===== src/rtl/z_event_counter.sv =====
// -----------------------------------------------------------------------------
// z_event_counter
//
// Counts rising edges of the run detector's registered z output as a two-digit
// BCD value and drives two active-low 7-segment displays for the lab board.
//
// Ports
//   Clock   in   1  system clock, all state updates on posedge
//   Reset   in   1  asynchronous, active-low reset
//   z       in   1  detector output, synchronous to Clock
//   En      in   1  count enable (edges seen while low are dropped)
//   Clr     in   1  synchronous clear of count and overflow
//   Pulse   out  1  one-cycle strobe per detected z rising edge
//   Tens    out  4  BCD tens digit
//   Ones    out  4  BCD ones digit
//   Ovf     out  1  sticky overflow flag
//   HEX1    out  7  active-low segments {g,f,e,d,c,b,a} for Tens
//   HEX0    out  7  active-low segments for Ones
//   EState  out  2  current edge-FSM state (debug)
//
// Parameter
//   WRAP    1 = count wraps 99 -> 00, 0 = count saturates at 99
//
// Handshake: Pulse is a pure strobe with no back-pressure. It is high for
// exactly one cycle per event, and Tens/Ones/Ovf already show the updated
// count in that same cycle.
// -----------------------------------------------------------------------------
module z_event_counter #(
  parameter bit WRAP = 1'b1
) (
  input  logic       Clock,
  input  logic       Reset,
  input  logic       z,
  input  logic       En,
  input  logic       Clr,
  output logic       Pulse,
  output logic [3:0] Tens,
  output logic [3:0] Ones,
  output logic       Ovf,
  output logic [6:0] HEX1,
  output logic [6:0] HEX0,
  output logic [1:0] EState
);

  typedef enum logic [1:0] {
    IDLE = 2'd0,
    HIT  = 2'd1,
    HOLD = 2'd2
  } state_t;

  state_t     r_state;
  state_t     w_next_state;
  logic       w_edge;
  logic [3:0] r_tens;
  logic [3:0] r_ones;
  logic       r_ovf;

  // ---------------------------------------------------------------------------
  // Edge FSM. It follows z unconditionally, so raising En while z is already
  // high cannot manufacture an event.
  // ---------------------------------------------------------------------------
  always_ff @(posedge Clock or negedge Reset) begin
    if (!Reset) begin
      r_state <= IDLE;
    end else begin
      r_state <= w_next_state;
    end
  end

  always_comb begin
    w_next_state = IDLE;
    case (r_state)
      IDLE:    w_next_state = z ? HIT : IDLE;
      HIT:     w_next_state = z ? HOLD : IDLE;
      HOLD:    w_next_state = z ? HOLD : IDLE;
      default: w_next_state = IDLE;  // encoding 2'd3 recovers to IDLE
    endcase
  end

  // The count changes on the same edge that moves the FSM IDLE -> HIT, so the
  // new value is visible in the cycle Pulse is high.
  assign w_edge = (r_state == IDLE) && z;

  // ---------------------------------------------------------------------------
  // BCD counter. Clr wins over a coincident edge; the edge is discarded but
  // the FSM still produces its Pulse.
  // ---------------------------------------------------------------------------
  always_ff @(posedge Clock or negedge Reset) begin
    if (!Reset) begin
      r_tens <= 4'd0;
      r_ones <= 4'd0;
      r_ovf  <= 1'b0;
    end else if (Clr) begin
      r_tens <= 4'd0;
      r_ones <= 4'd0;
      r_ovf  <= 1'b0;
    end else if (w_edge && En) begin
      if (r_ones < 4'd9) begin
        r_ones <= r_ones + 4'd1;
      end else if (r_tens < 4'd9) begin
        r_ones <= 4'd0;
        r_tens <= r_tens + 4'd1;
      end else begin
        // At 99: flag overflow, then either roll over or hold at 99.
        r_ovf <= 1'b1;
        if (WRAP) begin
          r_tens <= 4'd0;
          r_ones <= 4'd0;
        end
      end
    end
  end

  // ---------------------------------------------------------------------------
  // Active-low 7-segment decode, {g,f,e,d,c,b,a}. Codes 10-15 cannot occur in
  // a BCD digit; they blank the display as a safe fallback.
  // ---------------------------------------------------------------------------
  function automatic logic [6:0] seg_decode(input logic [3:0] digit);
    logic [6:0] seg;
    case (digit)
      4'd0:    seg = 7'b1000000;
      4'd1:    seg = 7'b1111001;
      4'd2:    seg = 7'b0100100;
      4'd3:    seg = 7'b0110000;
      4'd4:    seg = 7'b0011001;
      4'd5:    seg = 7'b0010010;
      4'd6:    seg = 7'b0000010;
      4'd7:    seg = 7'b1111000;
      4'd8:    seg = 7'b0000000;
      4'd9:    seg = 7'b0010000;
      default: seg = 7'b1111111;
    endcase
    return seg;
  endfunction

  assign Pulse  = (r_state == HIT);
  assign Tens   = r_tens;
  assign Ones   = r_ones;
  assign Ovf    = r_ovf;
  assign HEX1   = seg_decode(r_tens);
  assign HEX0   = seg_decode(r_ones);
  assign EState = r_state;

endmodule


===== config.mk =====
export PLATFORM = sky130hd
export DESIGN_NAME = z_event_counter
export DESIGN_NICKNAME = d
export VERILOG_FILES = /design/src/rtl/z_event_counter.sv
export SDC_FILE = /design/constraint.sdc
export NUM_CORES = 1
export LEC_CHECK = 0
export CAP_MARGIN = 20
export CORE_AREA = 2 2 53 55
export DETAILED_ROUTE_END_ITERATION = 8
export DIE_AREA = 0 0 55 57
export PLACE_DENSITY = 0.67
export SLEW_MARGIN = 25
export SYNTH_ARGS = -nofsm -noshare
export SYNTH_HDL_FRONTEND = slang
export SYNTH_SLANG_ARGS = --single-unit

===== constraint.sdc =====
create_clock -name Clock -period 4.4 [get_ports Clock]
set_input_delay 0.88 -clock Clock [delete_from_list [all_inputs] [get_ports Clock]]
set_output_delay 0.88 -clock Clock [all_outputs]
set_load 0.1 [all_outputs]

# Yosys cells after proc, flatten, opt, wreduce, memory -nomap -nowiden
# Memories as Yosys holds them, arrays and structs flattened.
# Cells that the tools add are included.
[totals]
reg_bits = 11
latch_bits = 0
ram_bits = 0
romBits = 224
input_bits = 5
out_inout_bits = 26
wordCells = 35
mem_count = 2
[memory_table]
columns = ["name", "words", "word_bits", "read_ports", "rd_clocked_by_memory_dff", "write_ports", "line", "text"]
rows = [
  ["(no name shown)", 16, 7, 1, 0, 0, "120", "case (digit)"],
  ["(no name shown)", 16, 7, 1, 0, 0, "120", ""],
]
[op_classes]
n_addsub = 2
multipliers = 0
n_div = 0
order_cmp = 2
n_eq_ne = 4
n_shift = 0
muxes = 14
bitwise_logic = 0
reduce_logical = 7
[ops]
columns = ["cell", "count"]
rows = [
  ["$mux W4", 7],
  ["$add A4 B1 Y4 const B", 2],
  ["$lt A4 B4 Y1 const B", 2],
  ["$mux W1", 5],
  ["$ne A2 B2 Y1 const B", 2],
  ["$pmux W2 S2", 1],
  ["$reduce_and A3 Y1", 1],
  ["$eq A2 B1 Y1 const B", 1],
  ["$eq A2 B2 Y1 const B", 1],
  ["$logic_and A1 B1 Y1", 2],
  ["$logic_not A2 Y1", 1],
  ["$mux W2", 1],
  ["$reduce_and A2 Y1", 1],
  ["$reduce_bool A2 Y1", 1],
  ["$reduce_or A2 Y1", 1],
]

# Logic depth before layout (Yosys ltp)
[logic_depth]
depth_word = 5
depth_mapped = 6
ltp_nobuf = 6

# Least setup slack after synthesis
# OpenSTA, ideal clock, no wires.
[synth_path]
kind = "register to output"
from = "register r_ones[3] (netlist: Ones[3])"
to = "output port HEX0[1]"
t_arrival_ps = 3449
required_time_ps = 3520
setup_slack_ps = 71
path_stages_with_launch = 3
path_buffers = 0
path_cell_list = "dfrtp_1 > inv_1 > o21ai_0"
[synth_via]
elab_chain_len = 1
[synth_rtl]
columns = ["element", "line", "text"]
rows = [
  ["from (decl)", "55", "logic [3:0] r_ones;"],
  ["from (signal assigned)", "99", "r_ones <= r_ones + 4'd1;"],
  ["$mem_v2 Z16 W7", "-", ""],
  ["to (decl)", "41", "output logic [6:0] HEX0,"],
]
# Every way passes these cells.

# Worst setup path after layout
[layout_path]
from = "register r_tens[0] (netlist: Tens[0])"
to = "output port HEX1[3]"
[layout_via]
elab_chain_len = 1
[layout_rtl]
columns = ["element", "line", "text"]
rows = [
  ["from (decl)", "54", "logic [3:0] r_tens;"],
  ["from (signal assigned)", "102", "r_tens <= r_tens + 4'd1;"],
  ["$mem_v2 Z16 W7", "-", ""],
  ["to (decl)", "40", "output logic [6:0] HEX1,"],
]
# Every way passes these cells.

==> summary.txt <==
Critical path
  • CP Capture Type: primary output
  • Reg-to-reg startpoint: Ones[1]
  • Slowest cell on crit path: clkdlybuf4s50_1
  • Crit path max fanout: 7
  • CP required: ~3.5 ns
  • Critical path launch point type: register
  • CP peak stage delay: 1.14 ns
  • Register-to-Register Path Depth: 6
  • Worst path bufs/invs: 2
  • FF-to-FF setup slack: between 2 and 3 ns
  • CP delay by family, top: buffers and inverters
  • CP Cell Sequence: inv_1 -> ha_1 -> nand2_1 -> a21oi_1 -> nor2_1 -> clkdlybuf4s50_1
  • Reg-to-reg endpoint: Tens[0]
  • WP data arrival: between 2 and 3 ns
  • Crit Path Class: register to primary output

Hold path
  • HP Class: register to register
  • WHS Endpoint: Ovf
  • WHS Path Cells: 2
  • Worst hold start: Ovf

Global route
  • Pin count of the biggest net entering global routing: 14
  • Tot GR Track Use: ~15%
  • Initial antenna violation count: 0
  • Grt total ovfl: 0
  • Vias in the first global route: 848
  • First-pass GRT wire length: 3710 µm

Floorplanning
  • Die H: 57 µm
  • Starting Density: about 37%
  • Die area: 0.00314 mm²
  • Horiz. Die Dim: 55 µm
  • Num ports: 31
  • Core Area: around 0.0026 mm²
  • Cell row count: 19

Synth
  • Post-Syn Area: 962 µm²
  • Cells after Synth: between 100 and 150
  • Syn avg cell area: 8.29 µm²
  • Ys Warns: 0
  • Synth Net Count: 134
  • FF+latch count, synth: 11
  • Register area share after synthesis: between 20 and 30%
  • Yosys cell types: 32

Routing
  • Via count: 908
  • Post-route ant nets: 0
  • First-pass detailed-route iteration total: 4
  • DRC viols: 0
  • 1st-iter DRT viols: 11
  • Via-per-instance ratio: ~5.2
  • Final WL: 2120 µm
  • WL/cell: 12.1 µm

STA
  • Final Max Slew Viols: 0
  • Final min period: about 3.5 ns
  • Worst slew pin tran: slightly below 1 ns
  • Tcrit/Tclk final: about four fifths
  • Hold Slack: 0.517 ns
  • TNS Setup: 0 ns
  • Clk_skew: 0.00143 ns
  • Final setup fails: 0
  • Hold violation total from the final report: 0
  • Fmax: between 0.2 and 0.3 GHz
  • Rel. slew slack: 34.8%
  • RSZ-0062 raised after global routing: false

Cells and area
  • Commonest non-fill, non-tap cell in the layout: clkdlybuf4s50_1
  • Most frequent cells in the layout: 28 x clkdlybuf4s50_1, 16 x nor2_1, 13 x ha_1, 12 x nand2_1, 12 x a21oi_1
  • Synthesis-to-finish area growth: 33.7%
  • Fin nets: 164
  • Diode count: 0
  • Share of layout cells above drive strength 1: 9.66%

Place
  • IO buf count: 30
  • Routability cong.: 0.834
  • Post-detail-place hpwl: about 1700 µm

CTS
  • Clock transition at the registers of the reported paths: approximately 0.060 ns
  • CTS Buf Count: 3
  • # hold bufs at CTS: 0
  • Root buffer cell: clkbuf_4
  • H-tree Lvls: 1
  • TritonCTS clock tree: yes
  • Worst-skew pair later-pin latency: 0.27 ns
  • Sink Count: 11
  • Post-CTS Repair Setup Buffers: 0
  • Clock Tree Buf Depth: 2
  • Post-CTS sizing: 0

Power and ir drop
  • VDD IR-drop max: 0.369 mV
  • Pleak: 0.572 nW
  • Pwr Density: 519 mW/mm²
  • Overall power: roughly 0.67 mW

Run
  • Max Cap Viol: 0

Status
  • Status: completed
==> Yosys cell counts (all sizes together) <==
| library cell | count | area [µm²] |
|---|---|---|
| nand2b | 3 | 33.8 |
| mux2i | 1 | 10.0 |
| o21a | 1 | 7.51 |
| o22a | 1 | 8.76 |
| a211oi | 2 | 15.0 |
| nor4 | 2 | 18.8 |
| o21ai | 6 | 30.0 |
| and2 | 1 | 6.26 |
| or2 | 2 | 12.5 |
| a41oi | 1 | 8.76 |
| nand2 | 12 | 45.0 |
| ha | 13 | 163 |
| nand3 | 2 | 10.0 |
| nor3 | 1 | 5.00 |
| nor2 | 16 | 60.1 |
| a21oi | 13 | 68.8 |
| o22ai | 1 | 6.26 |
| mux2 | 1 | 11.3 |
| a22oi | 1 | 7.51 |
| clkbuf | 1 | 3.75 |
| a31oi | 6 | 52.6 |
| buf | 4 | 32.5 |
| dfrtp | 11 | 275 |
| and3 | 2 | 17.5 |
| a21o | 2 | 15.0 |
| inv | 10 | 37.5 |
==> metal layers <==
| metal | track usage [%] | vias up | part of all wire [%] | wire length (µm) |
|---|---|---|---|---|
| li1 | - | 457 | - | - |
| met1 | 23.5 | 424 | 49 | 1040 |
| met2 | 22.1 | 22 | 46 | 970 |
| met3 | 1.57 | 5 | 3.4 | 73 |
| met4 | 6.27 | 0 | 1.7 | 37 |
| met5 | 0 | - | 0 | 0 |
==> metrics by stage <==
stage	util, %	area [µm²]	std cells	worst slack, ns
after floorplan	-	962	116	0.0712
after global placement	48.2	1260	172	1.23
after detailed placement	48.2	1260	172	1.23
after CTS	49.2	1290	176	0.924
after global routing	49.2	1290	176	0.783
final	49.2	1290	176	0.929
==> worst max path at each step <==
stage,cells after the start,to,slack [ns],start
floorplan,2,HEX0[1],0.07,Ones[3]
global placement,5,HEX0[1],1.23,Ones[1]
detailed placement,6,HEX1[3],1.23,Tens[0]
CTS,6,HEX1[3],0.92,Tens[0]
global route,6,HEX1[3],0.78,Tens[0]
finish,6,HEX1[3],0.93,Tens[0]
==> sequential cells by signal (all words and copies together), names as in the netlist <==
signal and cells:
EState 2, Ovf 1, Tens 4, Ones 4
==> power breakdown <==
part	total (mW)	leakage (nW)	switching [mW]	internal, mW
logic	0.469	0.409	0.361	0.108
clock network	0.0684	0.0150	0.0332	0.0352
registers	0.130	0.148	0.0167	0.113
total	0.667	0.572	0.411	0.256
==> final cells by class <==
cell class | instances | area [µm²]
tap | 31 | 38.8
fill | 275 | 1330
sequential | 11 | 275
multi-input combinational | 90 | 613
clock buffer | 4 | 26.3
inverter | 10 | 37.5
timing repair buffer | 30 | 295
==> worst reg2reg max path, cell delays in order (launching register included) <==
cell and delay (ns):
dfrtp_1 0.45, inv_1 0.20, ha_1 0.28, nand2b_4 0.10, a31oi_4 0.30, nor3_1 0.09, a21o_1 0.16
==> cells by family after synthesis <==
family / count (synthesis) / share of synthesized area (%)
AO/OA/AOI/OAI: 34 / 22.9
adder cells (fa/ha/maj): 13 / 16.9
buffers and inverters: 15 / 7.67
flip-flops: 11 / 28.6
multiplexers: 2 / 2.21
AND/OR/NAND/NOR: 41 / 21.7
(Power assumes the default switching activity.)
